### config.mk
export PLATFORM = sky130hd
export DESIGN_NAME = wb_initiator
export DESIGN_NICKNAME = d
export VERILOG_FILES = /design/src/rtl/wb_initiator_pkg.sv /design/src/rtl/wb_initiator.sv
export SDC_FILE = /design/constraint.sdc
export NUM_CORES = 1
export LEC_CHECK = 0
export CORE_AREA = 2 2 109 111
export CTS_BUF_LIST = sky130_fd_sc_hd__clkbuf_16
export DETAILED_ROUTE_END_ITERATION = 7
export DIE_AREA = 0 0 111 113
export PLACE_DENSITY = 0.83
export RECOVER_POWER = 50
export SYNTH_ARGS = -nofsm -noshare
export SYNTH_HDL_FRONTEND = slang
export SYNTH_SLANG_ARGS = --single-unit
export TNS_END_PERCENT = 20
### constraint.sdc
create_clock -name wb_clk_i -period 4.4 [get_ports wb_clk_i]
set_clock_uncertainty 0.1 [all_clocks]
set_input_delay 0.88 -clock wb_clk_i [delete_from_list [all_inputs] [get_ports wb_clk_i]]
set_output_delay 0.88 -clock wb_clk_i [all_outputs]
set_load 0.1 [all_outputs]
### src/rtl/wb_initiator_pkg.sv
// Shared types and constants for the Wishbone classic-cycle initiator.
package wb_initiator_pkg;

    typedef enum logic [1:0] {
        IDLE = 2'd0,
        BUS  = 2'd1,
        RESP = 2'd2
    } state_e;

    localparam int unsigned TIMEOUT_DEFAULT = 32'd255;
    localparam int unsigned WB_DW           = 32'd32;
    localparam int unsigned WB_AW           = 32'd32;
    localparam int unsigned WB_SW           = 32'd4;

    // Smallest counter width that can still hold the value TIMEOUT itself.
    function automatic int unsigned cnt_width(input int unsigned tmo);
        return $clog2(tmo + 32'd1);
    endfunction

endpackage

### src/rtl/wb_initiator.sv
// Wishbone classic-cycle initiator: one valid/ready request becomes one bus
// cycle, answered on a valid/ready response port, with a bounded ack timeout.
module wb_initiator
    import wb_initiator_pkg::*;
#(
    parameter int unsigned TIMEOUT = TIMEOUT_DEFAULT
) (
    input  logic             wb_clk_i,
    input  logic             wb_rst_i,
    input  logic             req_valid,
    output logic             req_ready,
    input  logic             req_we,
    input  logic [WB_SW-1:0] req_sel,
    input  logic [WB_AW-1:0] req_adr,
    input  logic [WB_DW-1:0] req_dat,
    output logic             rsp_valid,
    input  logic             rsp_ready,
    output logic [WB_DW-1:0] rsp_dat,
    output logic             rsp_err,
    output logic             wbm_cyc_o,
    output logic             wbm_stb_o,
    output logic             wbm_we_o,
    output logic [WB_SW-1:0] wbm_sel_o,
    output logic [WB_AW-1:0] wbm_adr_o,
    output logic [WB_DW-1:0] wbm_dat_o,
    input  logic             wbm_ack_i,
    input  logic [WB_DW-1:0] wbm_dat_i,
    output logic             busy_o
);

    localparam int unsigned    CW       = cnt_width(TIMEOUT);
    localparam logic [CW-1:0]  CNT_LAST = CW'(TIMEOUT - 32'd1);
    localparam logic [CW-1:0]  CNT_MAX  = CW'(TIMEOUT);

    state_e             state_r;
    state_e             state_next_s;
    logic [CW-1:0]      cnt_r;
    logic               cnt_last_s;
    logic               req_fire_s;
    logic               rsp_fire_s;

    logic               cyc_r;
    logic               cyc_next_s;
    logic               rsp_valid_r;
    logic               rsp_valid_next_s;
    logic               busy_r;
    logic               busy_next_s;

    logic               we_r;
    logic [WB_SW-1:0]   sel_r;
    logic [WB_AW-1:0]   adr_r;
    logic [WB_DW-1:0]   dat_r;
    logic [WB_DW-1:0]   rsp_dat_r;
    logic               rsp_err_r;

    assign req_ready  = (state_r == IDLE);
    assign req_fire_s = req_valid & req_ready;
    assign rsp_fire_s = rsp_valid_r & rsp_ready;
    // The cycle now in progress is the TIMEOUT-th strobe cycle.
    assign cnt_last_s = (cnt_r == CNT_LAST);

    // State register.
    always_ff @(posedge wb_clk_i or posedge wb_rst_i) begin
        if (wb_rst_i) begin
            state_r <= IDLE;
        end else begin
            state_r <= state_next_s;
        end
    end

    // Next-state logic; an ack on the last allowed cycle still counts as success.
    always_comb begin
        state_next_s = state_r;
        case (state_r)
            IDLE: begin
                if (req_valid) begin
                    state_next_s = BUS;
                end else begin
                    state_next_s = IDLE;
                end
            end
            BUS: begin
                if (wbm_ack_i || cnt_last_s) begin
                    state_next_s = RESP;
                end else begin
                    state_next_s = BUS;
                end
            end
            RESP: begin
                if (rsp_ready) begin
                    state_next_s = IDLE;
                end else begin
                    state_next_s = RESP;
                end
            end
            default: state_next_s = IDLE;
        endcase
    end

    // Output decode from the upcoming state so the registered flags line up with it.
    always_comb begin
        cyc_next_s       = (state_next_s == BUS);
        rsp_valid_next_s = (state_next_s == RESP);
        busy_next_s      = (state_next_s != IDLE);
    end

    // Registered control outputs.
    always_ff @(posedge wb_clk_i or posedge wb_rst_i) begin
        if (wb_rst_i) begin
            cyc_r       <= 1'b0;
            rsp_valid_r <= 1'b0;
            busy_r      <= 1'b0;
        end else begin
            cyc_r       <= cyc_next_s;
            rsp_valid_r <= rsp_valid_next_s;
            busy_r      <= busy_next_s;
        end
    end

    // Request capture; write data is only driven onto the bus for writes.
    always_ff @(posedge wb_clk_i or posedge wb_rst_i) begin
        if (wb_rst_i) begin
            we_r  <= 1'b0;
            sel_r <= '0;
            adr_r <= '0;
            dat_r <= '0;
        end else if (req_fire_s) begin
            we_r  <= req_we;
            sel_r <= req_sel;
            adr_r <= req_adr;
            dat_r <= req_we ? req_dat : {WB_DW{1'b0}};
        end
    end

    // Saturating wait counter, cleared when the response is consumed.
    always_ff @(posedge wb_clk_i or posedge wb_rst_i) begin
        if (wb_rst_i) begin
            cnt_r <= '0;
        end else if (state_r == BUS) begin
            if (cnt_r != CNT_MAX) begin
                cnt_r <= cnt_r + CW'(1);
            end
        end else if ((state_r == RESP) && rsp_fire_s) begin
            cnt_r <= '0;
        end
    end

    // Response capture; acks seen outside BUS never reach here.
    always_ff @(posedge wb_clk_i or posedge wb_rst_i) begin
        if (wb_rst_i) begin
            rsp_dat_r <= '0;
            rsp_err_r <= 1'b0;
        end else if (state_r == BUS) begin
            if (wbm_ack_i) begin
                rsp_dat_r <= we_r ? {WB_DW{1'b0}} : wbm_dat_i;
                rsp_err_r <= 1'b0;
            end else if (cnt_last_s) begin
                rsp_dat_r <= '0;
                rsp_err_r <= 1'b1;
            end
        end
    end

    assign wbm_cyc_o = cyc_r;
    assign wbm_stb_o = cyc_r;
    assign wbm_we_o  = we_r;
    assign wbm_sel_o = sel_r;
    assign wbm_adr_o = adr_r;
    assign wbm_dat_o = dat_r;
    assign rsp_valid = rsp_valid_r;
    assign rsp_dat   = rsp_dat_r;
    assign rsp_err   = rsp_err_r;
    assign busy_o    = busy_r;

endmodule
==> results of run 1 <==
-- per-stage QoR --
step	util, %	setup slack (ns)	instances
after floorplan	-	0.376	357
after global placement	59.3	1.60	690
after detailed placement	59.3	1.57	690
after CTS	63.9	1.17	722
after global routing	63.8	1.09	722
final	63.8	1.25	722
-- synth_stat cells --
master,count
nor3_1,4
clkbuf_1,7
o211a_1,1
o21a_1,2
o21bai_2,1
a221o_1,1
mux2_1,24
a22o_1,32
xnor2_1,1
nor2_4,1
o21ai_1,1
a22o_2,1
nand4_2,1
a211o_1,3
nand2_1,69
o21ai_2,1
inv_1,2
buf_6,11
o21ai_0,35
dfrtp_1,115
buf_2,4
nor2_2,1
and2b_1,1
ha_1,2
nand3_1,4
nor2_1,2
and3_2,2
mux2i_1,1
nand4_1,1
nand2_2,2
or3b_2,1
and2_2,1
mux2_2,14
and4_1,1
o21a_2,1
buf_4,2
nand2b_1,1
a21oi_1,2
nor4_1,1
-- metal layers --
layer | vias to the layer above | GRT usage [%] | share of wire (%)
li1 | 1668 | - | -
met1 | 1742 | 22.5 | 39
met2 | 159 | 33.9 | 50
met3 | 28 | 7.39 | 8.2
met4 | 0 | 9.83 | 3.3
met5 | - | 0 | 0
-- cell families after synthesis --
logic type	after synthesis	synth area share, %
AOI/OAI and AO/OA	81	12.6
adders and majority gates	2	0.553
and+or+nand+nor	93	9.17
xor gates and xnor gates	1	0.193
muxes	39	9.67
buffers and inverters	26	4.26
DFF	115	63.6
-- flip-flops by register name, summed over array words and instances, names as in the netlist --
signal / cells
rsp_dat: 32
wbm_adr_o: 32
wbm_dat_o: 32
cnt_r: 8
wbm_sel_o: 4
state_r: 2
busy_o: 1
rsp_err: 1
rsp_valid: 1
wbm_cyc_o: 1
wbm_we_o: 1
-- worst paths after layout --
kind / cells after the start / to / startpoint
worst min register to register: 2 / wbm_dat_o[7] / wbm_dat_o[7]
min in group asynchronous: 2 / wbm_dat_o[6] / wb_rst_i
worst min-delay path: 2 / wbm_dat_o[7] / wbm_dat_o[7]
worst max register to register: 3 / wbm_adr_o[4] / state_r[0]
worst max-delay path: 2 / req_ready / state_r[0]
max in group asynchronous: 3 / rsp_dat[21] / wb_rst_i
-- critical path: cells and delay by family (launching register included) --
kind	cells	cell delay [ns]
buffers and inverters	1	1.16
and+or+nand+nor	1	0.17
DFF	1	0.44
-- cell type report --
cell class | instances | area, um2
Sequential cell | 115 | 2880
Multi-Input combinational cell | 216 | 1450
Fill cell | 877 | 4080
Clock inverter | 15 | 100
Tap cell | 143 | 179
Timing Repair Buffer | 214 | 2150
Inverter | 2 | 8.76
Clock buffer | 17 | 425
==> metrics.csv, run 1 <==
metric,value,unit
status,finished with violations,
failing checks,"capacitance limit, slew limit",
PortBufs,212,
DR vias,3597,
Max Root-Sink Buffers,2,
final period utilization,71.6,%
Hold Crit Class,reg2reg,
Max H-tree Level,4,
Synth top area share,63.6,%
startpoint types,flop,
crit path max fanout,7,
worst rel slew slack,-63.6,%
mean post-synth cell area,12.7,um2
Tot GR Track Use,20.0,%
f_max,317,MHz
drt total wl,12000,um
hold_buf cts,0,
Detail Placement HPWL,8330,um
Core Area,11300,um2
"antenna viol nets, final",0,
drt drc,0,
crit end category,output port,
ANT cells,0,
Clock Sinks,115,
root buf cell,clkbuf_16,
Mapped Area,4530,um2
Final Hold Vio Count,0,
R2R Setup Slk,1.79,ns
cell taking the most area after synthesis,dfrtp_1,
synth warn,0,
# Max-Cap Violations,2,
Num CTS Buffers,17,
final setup fails,0,
PostCTS Resize Cnt,0,
Mapped Nets,465,
worst path cell trace,nor2_2 -> clkdlybuf4s50_1,
worst-path cell with the longest stage delay,clkdlybuf4s50_1,
Final Max Tran Viols,160,
Post-Syn Instances,357,
Sum Neg Setup Slack,0,ns
Via density,4.98,
"commonest non-fill, non-tap cells in the layout","208 x clkdlybuf4s50_1, 115 x dfrtp_1, 69 x nand2_1, 36 x o21ai_0, 32 x a22o_1",
RSZ-0062 raised after global routing,no,
CP required,3.42,ns
GPL Wtd Cong,0.822,
drt wl/cell,16.7,um
clk_lat worst skew,0.41,ns
Overflow after GRT,0,
Slew @ Worst Pin,2.44,ns
"Setup Fix Bufs, Post-CTS",0,
fin area,7190,um2
die height,113,um
#FFs+latches synth,115,
register area share after synthesis,63.6,%
hold_ws,0.375,ns
Post-DP Area,6680,um2
number of I/O pins,213,
"top cells by area, synth","dfrtp_1 64%, a22o_1 6.2%, mux2_1 6.0%, nand2_1 5.7%, o21ai_0 3.9%",
critical path type,reg2out,
min Tclk post-route,3.15,ns
post-synth cell types,39,
Die W,111,um
layout cells sized above 1,9.33,%
first-pass GRT wire length,19600,um
"CTS clk-pin slew, worst paths",0.05,ns
CTS tree,done,
largest net degree at the start of global routing,104,
die area,12500,um2
vias in the first global route,3888,
Initial Util,40.2,%
drt first pass iters,4,
Syn-to-layout area delta,58.9,%
initial antenna violation count,0,
"commonest non-fill, non-tap cell in the layout",clkdlybuf4s50_1,
Site Rows,39,
CP peak stage delay,1.16,ns
Worst Path Arrival,2.17,ns
final net count,674,
DRT iter0 DRCs,133,
Power of run 1 is left out: the tool's default activity adds up to more than one toggle a clock period on the data nets, which glitch-free logic cannot reach.
==> run 2: changes to the inputs <==
==> constraint.sdc (replaced) <==
create_clock -name wb_clk_i -period 3.1 [get_ports wb_clk_i]
set_clock_uncertainty 0.1 [all_clocks]
set_input_delay 0.62 -clock wb_clk_i [delete_from_list [all_inputs] [get_ports wb_clk_i]]
set_output_delay 0.62 -clock wb_clk_i [all_outputs]
set_load 0.1 [all_outputs]
==> metrics.csv, run 2 (synthesis results as in run 1) <==
metric,value,unit,change
Final Hold Vio Count,0,,unchanged
die height,113,um,unchanged
drt first pass iters,4,,unchanged
Initial Util,40.2,%,unchanged
initial antenna violation count,0,,unchanged
vias in the first global route,3791,,-2.5%
"commonest non-fill, non-tap cell in the layout",dfrtp_1,,
worst r2r src,state_r[1],,
Worst path top cell family by delay,buffers and inverters,,
hold_buf cts,0,,unchanged
met3 wire length,847,um,-15%
"antenna viol nets, final",0,,unchanged
launch point of the critical path,wbm_dat_o[11],,
R2R Setup Slk,1.07,ns,-0.72 ns
Max Root-Sink Buffers,2,,unchanged
hold_ws,0.381,ns,+0.00551 ns
GPL Wtd Cong,0.808,,-1.7%
ANT cells,0,,unchanged
critical path type,reg2out,,
layout cells sized above 1,26.1,%,+17 points
clk_lat worst skew,0.39,ns,-0.02 ns
min Tclk post-route,2.34,ns,
number of I/O pins,213,,unchanged
Die W,111,um,unchanged
"commonest non-fill, non-tap cells in the layout","115 x dfrtp_1, 102 x clkdlybuf4s50_1, 96 x buf_4, 69 x nand2_1, 37 x o21ai_0",,
Detail Placement HPWL,8250,um,-1.0%
largest net degree at the start of global routing,84,,-19%
CTS tree,done,,
status,"complete, no violations",,
Hold Crit Class,reg2reg,,
die area,12500,um2,unchanged
worst rel slew slack,20.8,%,+84 points
WP depth,1,,-1
# Max-Cap Violations,0,,-2
PortBufs,212,,unchanged
Crit path buffers/inverters,1,,unchanged
Overflow after GRT,0,,unchanged
first-pass GRT wire length,18900,um,-3.8%
drt drc,0,,unchanged
Tot GR Track Use,19.1,%,-0.95 points
startpoint types,flop,,
Via density,4.90,,-1.7%
crit path max fanout,2,,-5
Met1 Wirelength,4780,um,+3.0%
CP required,2.38,ns,-1.04 ns
Syn-to-layout area delta,54.9,%,
final worst setup slack,0.762,ns,-0.487 ns
final setup fails,0,,unchanged
Critical path destination,wbm_dat_o[11],,
final net count,678,,+0.59%
DRT iter0 DRCs,161,,+21%
root buf cell,clkbuf_16,,
Final Max Tran Viols,0,,-100%
RSZ-0062 raised after global routing,no,,
Core Area,11300,um2,unchanged
final period utilization,75.4,%,
Clock Sinks,115,,unchanged
R2R depth,4,,+1
Site Rows,39,,unchanged
CP peak stage delay,0.88,ns,-0.28 ns
DR vias,3557,,-1.1%
Met2 Routed Length,5610,um,-6.5%
Sum Neg Setup Slack,0,ns,unchanged
crit end category,output port,,
"Setup Fix Bufs, Post-CTS",0,,unchanged
Worst Path Arrival,1.62,ns,-0.55 ns
f_max,428,MHz,
worst path cell trace,clkbuf_1,,
Slew @ Worst Pin,1.19,ns,-1.25 ns
Num CTS Buffers,17,,unchanged
Critical R2R Capture,rsp_dat[28],,
drt wl/cell,15.8,um,-5.2%
PostCTS Resize Cnt,0,,unchanged
drt total wl,11500,um,-4.6%
fillers,894,,+1.9%
worst-path cell with the longest stage delay,clkbuf_1,,
dpl ws,0.747,ns,-0.820 ns
Max H-tree Level,4,,unchanged
uppermost layer routed,met4,,
"CTS clk-pin slew, worst paths",0.05,ns,about the same
run 2: layer usage:
layer	GRT usage [%]	up-vias
li1	-	1674
met1	24.0	1716
met2	31.0	147
met3	6.27	20
met4	7.33	0
met5	0	-
run 2: how the worst min path moves through the flow:
| stage | slack [ns] | cells past startpoint | end | from |
|---|---|---|---|---|
| after floorplan | 0.41 | 1 | cnt_r[0] | cnt_r[0] |
| after global placement | 0.36 | 2 | wbm_dat_o[31] | wbm_dat_o[31] |
| after detailed placement | 0.37 | 2 | wbm_dat_o[3] | wbm_dat_o[3] |
| after CTS | 0.39 | 2 | wbm_dat_o[3] | wbm_dat_o[3] |
| after global routing | 0.41 | 1 | rsp_dat[23] | rsp_dat[23] |
| final | 0.38 | 2 | wbm_dat_o[3] | wbm_dat_o[3] |
run 2: worst reg2reg max path, stage by stage, from the launching register on:
cell	delay, ns
dfrtp_1	0.42
and2b_1	0.40
nand2_1	0.16
nor2_4	0.59
a22o_1	0.29
run 2: final cells by class:
class | instances | area (um2) | share of cell area, %
Timing Repair Buffer | 218 | 1870 | 26.6
Sequential cell | 115 | 2880 | 41.0
Tap cell | 143 | 179 | 2.55
Multi-Input combinational cell | 216 | 1460 | 20.8
Inverter | 2 | 8.76 | 0.125
Clock inverter | 15 | 196 | 2.80
Clock buffer | 17 | 425 | 6.06
run 2: metrics by stage:
stage / util, % / cells / area [um2]
floorplan: - / 357 / 4530
CTS: 62.8 / 726 / 7080
global route: 62.2 / 726 / 7010
global placement: 57.3 / 694 / 6460
detailed placement: 57.3 / 694 / 6460
finish: 62.2 / 726 / 7010
Power of run 2 is left out for the same reason.
==> run 3: changes to the inputs <==
==> constraint.sdc (replaced) <==
create_clock -name wb_clk_i -period 2.4 [get_ports wb_clk_i]
set_clock_uncertainty 0.1 [all_clocks]
set_input_delay 0.48 -clock wb_clk_i [delete_from_list [all_inputs] [get_ports wb_clk_i]]
set_output_delay 0.48 -clock wb_clk_i [all_outputs]
set_load 0.1 [all_outputs]
==> metrics.csv, run 3 (synthesis results as in run 1) <==
metric,value,unit,change
PostCTS Resize Cnt,0,,unchanged
hold_ws,0.383,ns,+0.00250 ns
"commonest non-fill, non-tap cell in the layout",dfrtp_1,,
# Max-Cap Violations,0,,unchanged
startpoint types,flop,,
Final Max Tran Viols,0,,unchanged
Worst path top cell family by delay,flip-flops,,
drt total wl,11700,um,+2.2%
drt drc,0,,unchanged
Site Rows,39,,unchanged
Worst Path Arrival,1.46,ns,-0.16 ns
worst rel slew slack,23.3,%,+2.5 points
PortBufs,212,,unchanged
register area,2880,um2,unchanged
Tot GR Track Use,19.4,%,+0.34 points
Max H-tree Level,4,,unchanged
initial antenna violation count,0,,unchanged
largest net degree at the start of global routing,69,,-18%
multi-input logic area,1460,um2,-0.17%
vias in the first global route,3895,,+2.7%
RSZ-0062 raised after global routing,no,,
drt first pass iters,4,,unchanged
Crit path buffers/inverters,1,,unchanged
root buf cell,clkbuf_16,,
Hold Crit Class,reg2reg,,
final net count,679,,+0.15%
CP peak stage delay,0.43,ns,-0.45 ns
die area,12500,um2,unchanged
crit path max fanout,7,,+5
Min-Delay Endpoint,wbm_dat_o[22],,
GPL Wtd Cong,0.801,,-0.90%
Syn-to-layout area delta,53.4,%,
"CTS clk-pin slew, worst paths",0.05,ns,about the same
Via density,4.97,,+1.4%
crit end category,output port,,
final period utilization,84.9,%,
Die W,111,um,unchanged
Core Area,11300,um2,unchanged
f_max,491,MHz,
worst r2r src,state_r[0],,
critical path type,reg2out,,
CTS tree,done,,
final setup fails,0,,unchanged
Num CTS Buffers,17,,unchanged
DRT iter0 DRCs,255,,+58%
worst path cell trace,nor2_1 -> buf_4,,
"commonest non-fill, non-tap cells in the layout","115 x dfrtp_1, 110 x buf_4, 103 x clkdlybuf4s50_1, 69 x nand2_1, 35 x o21ai_0",,
DR vias,3610,,+1.5%
fillers,883,,-1.2%
drt wl/cell,16.1,um,+2.0%
Initial Util,40.2,%,unchanged
Final Hold Vio Count,0,,unchanged
WP depth,2,,+1
min Tclk post-route,2.04,ns,
status,"complete, no violations",,
layout cells sized above 1,27.6,%,+1.5 points
hold_buf cts,0,,unchanged
Hold Startpoint,wbm_dat_o[22],,
Slew @ Worst Pin,1.15,ns,-0.0432 ns
Max Root-Sink Buffers,2,,unchanged
CP required,1.82,ns,-0.56 ns
clk_lat worst skew,0.40,ns,about the same
"Setup Fix Bufs, Post-CTS",0,,unchanged
launch point of the critical path,state_r[0],,
Clock Sinks,115,,unchanged
"antenna viol nets, final",0,,unchanged
R2R depth,4,,unchanged
number of I/O pins,213,,unchanged
ANT cells,0,,unchanged
Sum Neg Setup Slack,0,ns,unchanged
worst-path cell with the longest stage delay,dfrtp_1,,
Detail Placement HPWL,8360,um,+1.4%
R2R Setup Slk,0.39,ns,-0.68 ns
Overflow after GRT,0,,unchanged
first-pass GRT wire length,19200,um,+1.5%
Critical R2R Capture,wbm_adr_o[25],,
die height,113,um,unchanged
hold depth,2,,unchanged
## run 3: cell types whose count changed in the layout (fill, tap and decap cells not counted), moves of 2 or more
cell / change
inv_1: +4
o21ai_0: -2
buf_4: +14
clkbuf_1: -15
clkinv_1: +2
bufinv_16: -4
## run 3: worst reg2reg max path, delay by kind of cell, from the launching register on
kind / cells / cell delay [ns]
buffers and inverters: 1 / 0.70
multiplexers: 1 / 0.44
flip-flops: 1 / 0.43
AND/OR/NAND/NOR: 2 / 0.23
## run 3: how the worst max path moves through the flow
stage,to,slack (ns)
floorplan,wbm_we_o,0.05
global placement,rsp_dat[4],0.38
detailed placement,rsp_dat[25],0.30
CTS,req_ready,0.41
global route,wbm_adr_o[24],0.22
finish,req_ready,0.36
## run 3: cell type report
cell class	instances	share of cell area, %
multi-input combinational	216	21.0
clock inverter	15	1.24
sequential	115	41.4
inverter	2	0.126
tap	143	2.58
timing repair buffer	219	27.6
clock buffer	17	6.12
## run 3: metal layers
metal / up-vias / GRT usage (%) / part of all wire [%]
li1: 1674 / - / -
met5: - / 0 / 0
met2: 157 / 32.3 / 50
met1: 1756 / 22.9 / 40
met4: 0 / 9.17 / 2.2
met3: 23 / 6.53 / 7.7
## run 3: through the flow
step	instances	setup WS (ns)	area, um2	util (%)
3_3_place_gp	695	0.376	6490	57.6
2_1_floorplan	357	0.0514	4530	-
6_report	727	0.361	6950	61.6
3_5_place_dp	695	0.301	6490	57.6
5_1_grt	727	0.222	6950	61.6
4_1_cts	727	0.414	7000	62.1
Power of run 3 is left out for the same reason.
